`src/rtl/btn_pkg.sv`:
```
// Shared state encoding and 27 MHz timing defaults for the push-button conditioner.
package btn_pkg;

  typedef enum logic [1:0] {
    REL = 2'd0,
    ARM = 2'd1,
    PRS = 2'd2,
    DIS = 2'd3
  } btn_state_e;

  localparam int unsigned DEF_DEB_CYCLES  = 270000;
  localparam int unsigned DEF_LONG_CYCLES = 27000000;

  // Counter width for a terminal count of n-1, never narrower than one bit.
  function automatic int unsigned cntWidth(input int unsigned n);
    return (n < 2) ? 1 : $clog2(n);
  endfunction

endpackage

```
`src/rtl/btn_debounce_ch.sv`:
```
// One button channel: 2-FF synchroniser, debounce FSM, strobes and press toggle.
// Optional long-press strobe is built only when BTN_LONG_PRESS_EN is defined.
module btn_debounce_ch
  import btn_pkg::*;
#(
  parameter int unsigned DEB_CYCLES  = DEF_DEB_CYCLES,
  parameter bit          ACTIVE_LOW  = 1'b1,
  parameter bit          TOGGLE_INIT = 1'b1,
  parameter int unsigned LONG_CYCLES = DEF_LONG_CYCLES
) (
  input  logic clk,
  input  logic rst,
  input  logic btn_raw_i,
  output logic pressed_o,
  output logic press_p_o,
  output logic release_p_o,
  output logic toggle_o,
  output logic long_p_o
);

  localparam int unsigned      CNT_W   = cntWidth(DEB_CYCLES);
  localparam logic [CNT_W-1:0] CNT_MAX = CNT_W'(DEB_CYCLES - 1);

  logic             sync1_q;
  logic             sync2_q;
  logic             lvl;
  btn_state_e       state_q;
  logic [CNT_W-1:0] cnt_q;
  logic             pressAccept;
  logic             releaseAccept;

  assign lvl           = sync2_q ^ ACTIVE_LOW;
  assign pressAccept   = (state_q == ARM) && lvl && (cnt_q == CNT_MAX);
  assign releaseAccept = (state_q == DIS) && !lvl && (cnt_q == CNT_MAX);

  // Leaving REL/PRS already counts as the first stable cycle, hence cnt starts at 1.
  always_ff @(posedge clk) begin
    if (rst) begin
      sync1_q     <= ACTIVE_LOW;
      sync2_q     <= ACTIVE_LOW;
      state_q     <= REL;
      cnt_q       <= '0;
      pressed_o   <= 1'b0;
      press_p_o   <= 1'b0;
      release_p_o <= 1'b0;
      toggle_o    <= TOGGLE_INIT;
    end else begin
      sync1_q     <= btn_raw_i;
      sync2_q     <= sync1_q;
      press_p_o   <= 1'b0;
      release_p_o <= 1'b0;
      case (state_q)
        REL: begin
          cnt_q <= '0;
          if (lvl) begin
            state_q <= ARM;
            cnt_q   <= CNT_W'(1);
          end
        end
        ARM: begin
          if (!lvl) begin
            state_q <= REL;
            cnt_q   <= '0;
          end else if (pressAccept) begin
            state_q   <= PRS;
            cnt_q     <= '0;
            pressed_o <= 1'b1;
            press_p_o <= 1'b1;
            toggle_o  <= ~toggle_o;
          end else begin
            cnt_q <= cnt_q + CNT_W'(1);
          end
        end
        PRS: begin
          cnt_q <= '0;
          if (!lvl) begin
            state_q <= DIS;
            cnt_q   <= CNT_W'(1);
          end
        end
        DIS: begin
          if (lvl) begin
            state_q <= PRS;
            cnt_q   <= '0;
          end else if (releaseAccept) begin
            state_q     <= REL;
            cnt_q       <= '0;
            pressed_o   <= 1'b0;
            release_p_o <= 1'b1;
          end else begin
            cnt_q <= cnt_q + CNT_W'(1);
          end
        end
        default: begin
          state_q <= REL;
          cnt_q   <= '0;
        end
      endcase
    end
  end

`ifdef BTN_LONG_PRESS_EN
  localparam int unsigned       HOLD_W   = cntWidth(LONG_CYCLES);
  localparam logic [HOLD_W-1:0] HOLD_MAX = HOLD_W'(LONG_CYCLES - 1);

  logic [HOLD_W-1:0] hold_q;
  logic [HOLD_W-1:0] hold_d;
  logic              long_d;

  // Hold counter saturates at its terminal value so the strobe fires once per press.
  always_comb begin
    hold_d = hold_q;
    long_d = 1'b0;
    if (pressAccept) begin
      hold_d = '0;
    end else if ((state_q == PRS || state_q == DIS) && hold_q != HOLD_MAX) begin
      hold_d = hold_q + HOLD_W'(1);
      long_d = (hold_d == HOLD_MAX);
    end
  end

  always_ff @(posedge clk) begin
    if (rst) begin
      hold_q   <= '0;
      long_p_o <= 1'b0;
    end else begin
      hold_q   <= hold_d;
      long_p_o <= long_d;
    end
  end
`else
  assign long_p_o = 1'b0;
`endif

endmodule

```
`src/rtl/btn_debounce.sv`:
```
// Push-button conditioner: N_BTN independent debounce channels feeding the LED counter.
// Define BTN_LONG_PRESS_EN to enable the long-press strobe on long_p.
module btn_debounce
  import btn_pkg::*;
#(
  parameter int unsigned N_BTN       = 2,
  parameter int unsigned DEB_CYCLES  = DEF_DEB_CYCLES,
  parameter bit          ACTIVE_LOW  = 1'b1,
  parameter bit          TOGGLE_INIT = 1'b1,
  parameter int unsigned LONG_CYCLES = DEF_LONG_CYCLES
) (
  input  logic             clk,
  input  logic             rst,
  input  logic [N_BTN-1:0] btn_raw,
  output logic [N_BTN-1:0] pressed,
  output logic [N_BTN-1:0] press_p,
  output logic [N_BTN-1:0] release_p,
  output logic [N_BTN-1:0] toggle_q,
  output logic [N_BTN-1:0] long_p
);

  for (genvar g = 0; g < N_BTN; g++) begin : gen_ch
    btn_debounce_ch #(
      .DEB_CYCLES (DEB_CYCLES),
      .ACTIVE_LOW (ACTIVE_LOW),
      .TOGGLE_INIT(TOGGLE_INIT),
      .LONG_CYCLES(LONG_CYCLES)
    ) u_ch (
      .clk        (clk),
      .rst        (rst),
      .btn_raw_i  (btn_raw[g]),
      .pressed_o  (pressed[g]),
      .press_p_o  (press_p[g]),
      .release_p_o(release_p[g]),
      .toggle_o   (toggle_q[g]),
      .long_p_o   (long_p[g])
    );
  end

endmodule
```
`config.mk`:
```
export PLATFORM = sky130hd
export DESIGN_NAME = btn_debounce
export DESIGN_NICKNAME = d
export VERILOG_FILES = /design/src/rtl/btn_pkg.sv /design/src/rtl/btn_debounce_ch.sv /design/src/rtl/btn_debounce.sv
export SDC_FILE = /design/constraint.sdc
export NUM_CORES = 1
export LEC_CHECK = 0
export ABC_AREA = 1
export CAP_MARGIN = 10
export CORE_MARGIN = 3
export CORE_UTILIZATION = 52
export DETAILED_ROUTE_END_ITERATION = 10
export GPL_ROUTABILITY_DRIVEN = 0
export PLACE_DENSITY = 0.71
export SYNTH_ARGS = -nofsm -noshare
export SYNTH_HDL_FRONTEND = slang
export SYNTH_SLANG_ARGS = --single-unit
```
`constraint.sdc`:
```
create_clock -name clk -period 1.55 [get_ports clk]
set_input_delay 0.31 -clock clk [delete_from_list [all_inputs] [get_ports clk]]
set_output_delay 0.31 -clock clk [all_outputs]
set_load 0.01 [all_outputs]
```
## Word-level counts from Yosys, hierarchy flattened

Cells that the tools add are included.

| word-level totals | value |
|---|---|
| output and inout port bits | 10 |
| bits in registers | 54 |

| operators by class | value |
|---|---|
| $add $sub $neg | 2 |
| reductions and logical operators | 22 |
| bitwise logic cells | 8 |
| mux-type cells | 42 |
| eq/ne operators | 24 |

Operators with widths:

| cell | number |
|---|---|
| $mux W19 | 8 |
| $pmux W19 S4 | 2 |
| $add A19 B1 Y19 const B | 2 |
| $eq A19 B19 Y1 const B | 2 |
| $mux W2 | 12 |
| $mux W1 | 16 |
| $ne A2 B1 Y1 const B | 8 |
| $pmux W2 S4 | 2 |
| $reduce_or A3 Y1 | 4 |
| $reduce_and A5 Y1 | 2 |
| $eq A2 B2 Y1 const B | 4 |
| $logic_and A1 B1 Y1 | 8 |
| $ne A2 B2 Y1 const B | 4 |
| $not A1 Y1 | 8 |
| $reduce_and A4 Y1 | 2 |
| $ne A3 B1 Y1 const B | 2 |
| $ne A3 B3 Y1 const B | 2 |
| $reduce_and A3 Y1 | 2 |
| $eq A2 B1 Y1 const B | 2 |
| $logic_not A2 Y1 | 2 |
| $pmux W1 S2 | 2 |
| $reduce_bool A2 Y1 | 2 |

## Logic depth before layout (Yosys ltp)

Gate-level depths: netlist of the first run.

| logic depth | value |
|---|---|
| depth after elaboration | 6 |
| depth in mapped cells | 10 |
| mapped depth without buffers | 10 |

## Modules after synthesis

From an unflattened synthesis of the first run, not the netlist that was laid out.

| second synthesis, totals | value |
|---|---|
| cells, all modules | 382 |
| area, all modules | 2757.6 µm² |

Modules (own cells, without submodules):

| module | area an instance (µm²) | cells each | times used |
|---|---|---|---|
| btn_debounce_ch at gen_ch[0].u_ch | 1395.1 | 202 | 1 |
| btn_debounce_ch at gen_ch[1].u_ch | 1362.6 | 180 | 1 |

## Worst setup path after synthesis of the first run

No wires, ideal clock.

| path | value |
|---|---|
| kind | flip-flop to flip-flop |
| start | register gen_ch[1].u_ch.cnt_q[0] |
| end | register gen_ch[1].u_ch.cnt_q[11] |
| buffers on the path | 1 |
| cell stages (with the launch flop) | 10 |
| clock period less this slack | 1.398 ns |
| required time | 1.435 ns |
| setup time | 0.115 ns |
| arrival time | 1.283 ns |
| setup slack | 0.152 ns |
| cells stage by stage | dfxtp_1 -> ha_1 -> nand2_1 -> nor2_4 -> nand3_1 -> nor2_4 -> nor2_2 -> nand2_4 -> buf_6 -> nor2_1 |

| on the way | value |
|---|---|
| cells in the longest elaborated chain, start to end | 5 |
| elaborated cells between the ends (all ways) | 9 |

Ends and longest elaborated chain:

| item | line | text |
|---|---|---|
| start: declaration | btn_debounce_ch.sv:28 | `logic [CNT_W-1:0] cnt_q;` |
| start signal: assignment | btn_debounce_ch.sv:71 | `cnt_q <= cnt_q + CNT_W'(1);` |
| start signal: assignment | btn_debounce_ch.sv:91 | `cnt_q <= cnt_q + CNT_W'(1);` |
| parallel branches: the longest is 4 deep, another holds $add A19 B1 Y19 | -- |  |
| $pmux W19 S4 (*) | btn_debounce_ch.sv:52 | `case (state_q)` |

Mark *: on every way between the ends.
A chain may end at the register's enable or synchronous reset.

## Final worst setup path of the first run

| path | value |
|---|---|
| start | register gen_ch[1].u_ch.cnt_q[1] |
| end | register gen_ch[1].u_ch.cnt_q[18] |

The elaborated chain is that of the path after synthesis.

==> impl_metrics.ini, run 1 <==
[worst_setup_path]
crit_path_max_fanout = 6
crit_type = register to register
timing.critical_path.from_type = register
critical_path.endpoint_type = register
worst_ep_required_time_ps = 1790
cp.arrival_ps = 1790

[drt]
final_antenna_net_count = 0
drtPass1Iterations = 4
routed_wirelength_mm = 5.44
routed_via_density = 5.12
routed_via_count = 2274
routedWlPerCell_um = 12.3
drcViolationCount = 0
initialDrtViolationCount = 94

[clock_network]
worstSkewPairLatency_ps = 310
cts-root-buf = sky130_fd_sc_hd__clkbuf_8
clkSlewWorstSetupHoldPaths_ps = 90
cts_made_buffers = 5
ctsHtreeMaxLevel = 2
clock_sink_count = 54
cts_tree = yes
cts_max_path_buffers = 2

[cells_and_area]
fill_cells = 406
multi_input_logic_area_um2 = 1430
n_antenna_cell = 0
final_core_util = 0.658
layout.cell_area.non_filler_um2 = 3150
ff_latch_area_um2 = 1090
nets = 382
mostFrequentLayoutCells = sky130_fd_sc_hd__nor2_1, sky130_fd_sc_hd__nand2_1, sky130_fd_sc_hd__dfxtp_1
mostFrequentLayoutCell = sky130_fd_sc_hd__nor2_1
share_of_layout_cells_above_drive_strength_1 = 0.199
synthToLayoutAreaGrowth_pct = 20.0

[logic_synthesis]
synth.top_cell.area_share = 0.412
post_synth_num_cell_types = 37
syn_area_um2 = 2620
ys_seq_elements = 54
synth.yosys.seq_area_share = 0.412
cell_taking_the_most_area_after_synthesis = sky130_fd_sc_hd__dfxtp_1
post_synth_main_area_contributors = sky130_fd_sc_hd__dfxtp_1, sky130_fd_sc_hd__nand2_1, sky130_fd_sc_hd__nor2_1
synthArstFlopShare = 0
syn-instance-count = 356
synth-main-ff-cell = sky130_fd_sc_hd__dfxtp_1
synth-edff-count = 0
yosys_warnings = 0
synthesis.area_per_instance_um2 = 7.37

[grt]
total_overflow_reported_by_the_global_router = 0
grt_usage = 0.181
grt_pass1_wl_mm = 8.85
first_global_vias = 2033
grt_start_max_net_pins = 17
antenna_found_initial = 0

[power_and_ir_drop]
clockPowerShare = 0.436
power.static_leakage_nw = 1.20
irDropWorstVdd_uv = 399
power.density_nw_per_um2 = 830
power.share.combinational = 0.026
switching_power_of_the_nets_uw = 498
pint_mw = 2.12
power.share.sequential = 0.538
total_power_mw = 2.61
sw_frac_of_total = 0.191

[job]
timing.max_cap.violations = 0

[die]
floorplan.die.height_um = 77.0
placeableCoreArea_um2 = 4790
floorplan.initialDensity = 0.548
die_width_um = 77.0
io_pins = 14
fp.dieArea_um2 = 5930
rows = 25

[placement]
port_buffers = 11
post-dp-hpwl_mm = 3.64
placement.setup.worst_slack_ps = -47.4
total_cell_area_at_the_placement_stage_um2 = 2790

[timing]
report.final.hold_viol_count = 0
setup_viol = 0
layout_setup_ws_ps = 7.26
worst_clock_skew_ps = 7.03
slew_viol_final = 0
post-route-period-util = 0.995
max_clock_freq_ghz = 0.648
layout_min_cycle_time_ps = 1540
grt_setup_unrepaired = yes
whs_ps = 423

[min_path]
hold_path_class = register to register

[outcome]
run_status = finished clean
==> area by class of cell <==
class | count | share of cell area
clock buffers | 6 | 0.0262
clock inverters | 2 | 0.0191
inverters | 42 | 0.0517
multi-input cells | 247 | 0.455
flip-flops and latches | 54 | 0.347
well taps | 67 | 0.0266
repair buffers | 26 | 0.0735
==> kinds of logic (layout without fill, tap and decap cells) <==
family / Yosys count / in the layout / synth area share
buffers and inverters: 57 / 76 / 0.100
AOI/OAI and AO/OA: 28 / 28 / 0.0635
adders and majority gates: 2 / 2 / 0.00954
DFF: 54 / 54 / 0.412
other: 1 / 2 / 0.00143
xor gates and xnor gates: 17 / 17 / 0.0596
and+or+nand+nor: 197 / 198 / 0.354
==> registers in the layout, summed over array words and instances (netlist names), named ones only <==
signal,count
gen_ch.u_ch.state_q,2
gen_ch.u_ch.release_p_o,2
gen_ch.u_ch.pressed_o,2
gen_ch.u_ch.cnt_q,38
gen_ch.u_ch.toggle_o,2
gen_ch.u_ch.sync1_q,2
gen_ch.u_ch.sync2_q,2
gen_ch.u_ch.press_p_o,2
==> final timing paths <==
path | startpoint | end | slack, ps | depth (start not counted)
worst max-delay path | gen_ch[1].u_ch.cnt_q[1] | gen_ch[1].u_ch.cnt_q[18] | 7 | 9
worst min register to register | gen_ch[1].u_ch.sync1_q | gen_ch[1].u_ch.sync2_q | 420 | 1
worst max register to register | gen_ch[1].u_ch.cnt_q[1] | gen_ch[1].u_ch.cnt_q[18] | 7 | 9
worst min-delay path | gen_ch[1].u_ch.sync1_q | gen_ch[1].u_ch.sync2_q | 420 | 1
==> synth_stat cells (2+ instances only) <==
cell type and instances:
sky130_fd_sc_hd__a21oi_1 9, sky130_fd_sc_hd__a31oi_1 2, sky130_fd_sc_hd__and3_1 2, sky130_fd_sc_hd__buf_2 2
sky130_fd_sc_hd__buf_4 10, sky130_fd_sc_hd__dfxtp_1 54, sky130_fd_sc_hd__ha_1 2, sky130_fd_sc_hd__inv_1 37
sky130_fd_sc_hd__inv_2 4, sky130_fd_sc_hd__nand2_1 65, sky130_fd_sc_hd__nand2_4 2, sky130_fd_sc_hd__nand3_1 23
sky130_fd_sc_hd__nand3_2 3, sky130_fd_sc_hd__nand4_1 10, sky130_fd_sc_hd__nor2_1 61, sky130_fd_sc_hd__nor2_2 6
sky130_fd_sc_hd__nor2_4 4, sky130_fd_sc_hd__nor3_1 12, sky130_fd_sc_hd__nor3_2 3, sky130_fd_sc_hd__o21ai_0 8
sky130_fd_sc_hd__o21ai_2 2, sky130_fd_sc_hd__o21bai_1 3, sky130_fd_sc_hd__or2_2 4, sky130_fd_sc_hd__xnor2_1 3
sky130_fd_sc_hd__xor2_1 13
==> through the flow <==
stage | instances | TNS (ps)
5_1_grt | 444 | -343
3_3_place_gp | 430 | 0
2_1_floorplan | 357 | 0
6_report | 444 | 0
4_1_cts | 438 | 0
3_5_place_dp | 430 | -88.3
==> routing by layer <==
metal | vias up | global-route usage | share of wire
met1 | 1051 | 0.240 | 0.48
met2 | 43 | 0.286 | 0.46
met4 | 0 | 0.0623 | 0.018
met5 | - | 0 | 0
met3 | 12 | 0.0458 | 0.042
li1 | 1168 | - | -
==> power by group through the flow <==
| stage | registers (mW) | logic [mW] | clock network [mW] |
|---|---|---|---|
| floorplan | 1.43 | 0.0460 | 0 |
| global placement | 1.44 | 0.0614 | 0 |
| detailed placement | 1.44 | 0.0624 | 0 |
| CTS | 1.41 | 0.0635 | 1.16 |
| global route | 1.41 | 0.0763 | 1.22 |
| finish | 1.41 | 0.0668 | 1.14 |
==> what timing repair did <==
item,CTS,global route
buffers inserted,0,5
pin swaps,0,14
resized for setup,2,44
hold buffers,0,0
endpoints found under the setup margin,5,44
cloned,0,1
==> worst max-delay path, cell delays in order (launching register included) <==
cell	delay (ps)
sky130_fd_sc_hd__dfxtp_2	360
sky130_fd_sc_hd__ha_4	160
sky130_fd_sc_hd__nand2_4	60
sky130_fd_sc_hd__nor2_4	190
sky130_fd_sc_hd__nand2_2	90
sky130_fd_sc_hd__nor2_4	180
sky130_fd_sc_hd__nand4_1	150
sky130_fd_sc_hd__nand2_1	110
sky130_fd_sc_hd__nand3_1	70
sky130_fd_sc_hd__nor2_1	120
Power figures use the tool's default switching activity.
==> inputs of run 2 (changes only) <==
- CORE_MARGIN: 3 -> 8
- SKIP_CTS_REPAIR_TIMING: unset -> 1
==> impl_metrics.ini, run 2 (synthesis results as in run 1) <==
[placement]
total_cell_area_at_the_placement_stage_um2 = 2820
placement.setup.worst_slack_ps = -20.3
port_buffers = 11
post-dp-hpwl_mm = 3.84
numPlacedInstances = 437

[worst_setup_path]
critical_path.endpoint_type = register
ff2ff_path_depth = 8
crit_path_max_fanout = 7
crit_type = register to register
critical_path.cell_chain = ha_4 -> nand2_2 -> nor2_4 -> buf_4 -> nand3_4 -> nand2_4 -> nor2_1 -> o21a_1
timing.critical_path.slowest_stage_cell = sky130_fd_sc_hd__dfxtp_2
timing.critical_path.from_type = register
worst_ep_required_time_ps = 1760
cp.arrival_ps = 1710
worst_path_largest_cell_delay_ps = 370

[timing]
max_clock_freq_ghz = 0.664
grt_setup_unrepaired = yes
report.final.hold_viol_count = 0
worst_clock_skew_ps = 9.48
whs_ps = 420
setup_viol = 0
post-route-period-util = 0.971
layout_min_cycle_time_ps = 1510
slew_viol_final = 0
slew_at_the_pin_closest_to_its_max_slew_limit_ps = 569
fin_tns_setup_ps = 0
headroom_to_the_max_slew_limit = 0.619
layout_setup_ws_ps = 44.9

[clock_network]
cts-root-buf = sky130_fd_sc_hd__clkbuf_8
cts_made_buffers = 5
cts_max_path_buffers = 2
cts_tree = yes
clock_sink_count = 54
clkSlewWorstSetupHoldPaths_ps = 100
ctsHtreeMaxLevel = 2
worstSkewPairLatency_ps = 310

[grt]
grt_usage = 0.150
grt_start_max_net_pins = 18
total_overflow_reported_by_the_global_router = 0
antenna_found_initial = 0
global_route.usage.met1 = 0.187
first_global_vias = 2061
grt_pass1_wl_mm = 9.18
layer_with_the_highest_usage = met2
gr-usage-met3 = 0.0358
gr-usage-met2 = 0.243

[cells_and_area]
final_core_util = 0.624
layout_cells_excl_fill = 450
mostFrequentLayoutCell = sky130_fd_sc_hd__nand2_1
layout.cell_area.non_filler_um2 = 3110
mostFrequentLayoutCells = sky130_fd_sc_hd__nand2_1, sky130_fd_sc_hd__nor2_1, sky130_fd_sc_hd__dfxtp_1
synthToLayoutAreaGrowth_pct = 18.4
largest-register = gen_ch.u_ch.cnt_q
fill_cells = 441
largest_register_ffs = 38
share_of_layout_cells_above_drive_strength_1 = 0.208
n_antenna_cell = 0
nets = 385

[min_path]
hold_path_class = register to register
hold_path_depth = 1

[die]
floorplan.initialDensity = 0.527
fp.dieArea_um2 = 7570
die_width_um = 87.0
rows = 26
floorplan.die.height_um = 87.0
placeableCoreArea_um2 = 4980
io_pins = 14

[drt]
routed_via_count = 2234
initialDrtViolationCount = 130
drtPass1Iterations = 4
routed_wirelength_mm = 5.45
final_antenna_net_count = 0
routed_via_density = 4.96
drcViolationCount = 0
routedWlPerCell_um = 12.1

[outcome]
run_status = finished clean

[power_and_ir_drop]
power.density_nw_per_um2 = 728
irDropWorstVdd_uv = 316
power.static_leakage_nw = 1.22
total_power_mw = 2.26

[job]
timing.max_cap.violations = 0
run 2: cell types whose count changed in the layout (fill, tap and decap cells not counted), moves of 2 or more:
cell,before,now
sky130_fd_sc_hd__nand2_2,5,2
sky130_fd_sc_hd__buf_4,14,18
sky130_fd_sc_hd__clkdlybuf4s50_1,9,7
sky130_fd_sc_hd__bufinv_16,2,0
sky130_fd_sc_hd__nor2_1,59,55
sky130_fd_sc_hd__nand2_1,58,62
sky130_fd_sc_hd__nor2_2,3,8
sky130_fd_sc_hd__dfxtp_2,4,7
sky130_fd_sc_hd__dfxtp_4,2,0
sky130_fd_sc_hd__dlymetal6s2s_1,2,4
run 2: path summary, 6_finish.rpt:
check | startpoint | to | slack (ps)
setup reg to reg | gen_ch[0].u_ch.cnt_q[1] | gen_ch[0].u_ch.cnt_q[0] | 40
setup / recovery | gen_ch[0].u_ch.cnt_q[1] | gen_ch[0].u_ch.cnt_q[0] | 40
hold / removal | gen_ch[1].u_ch.sync1_q | gen_ch[1].u_ch.sync2_q | 420
hold reg to reg | gen_ch[1].u_ch.sync1_q | gen_ch[1].u_ch.sync2_q | 420
run 2: where the power goes:
group / switching (mW) / internal [mW]
Sequential: 0.0105 / 1.40
Combinational: 0.0351 / 0.0296
Clock: 0.470 / 0.318
Total: 0.516 / 1.75
run 2: cell type report:
class / instances / area, µm² / share of cell area
inverters: 42 / 160 / 0.0516
clock inverters: 3 / 21.3 / 0.00685
clock buffers: 5 / 68.8 / 0.0222
flip-flops and latches: 54 / 1090 / 0.351
well taps: 70 / 87.6 / 0.0282
repair buffers: 29 / 255 / 0.0822
multi-input cells: 247 / 1420 / 0.458
run 2: per-layer routing:
layer,part of all wire,wire (µm),vias up
met4,0.016,88,0
met3,0.041,224,9
li1,-,-,1172
met5,0,0,-
met1,0.48,2640,1013
met2,0.46,2500,40
run 2: worst max-delay path, delay by kind of cell, from the launching register on:
kind / cells / cell delay (ps)
flops: 1 / 370
buf+inv: 1 / 160
fa+ha+maj: 1 / 140
compound gates: 1 / 170
simple gates: 5 / 570
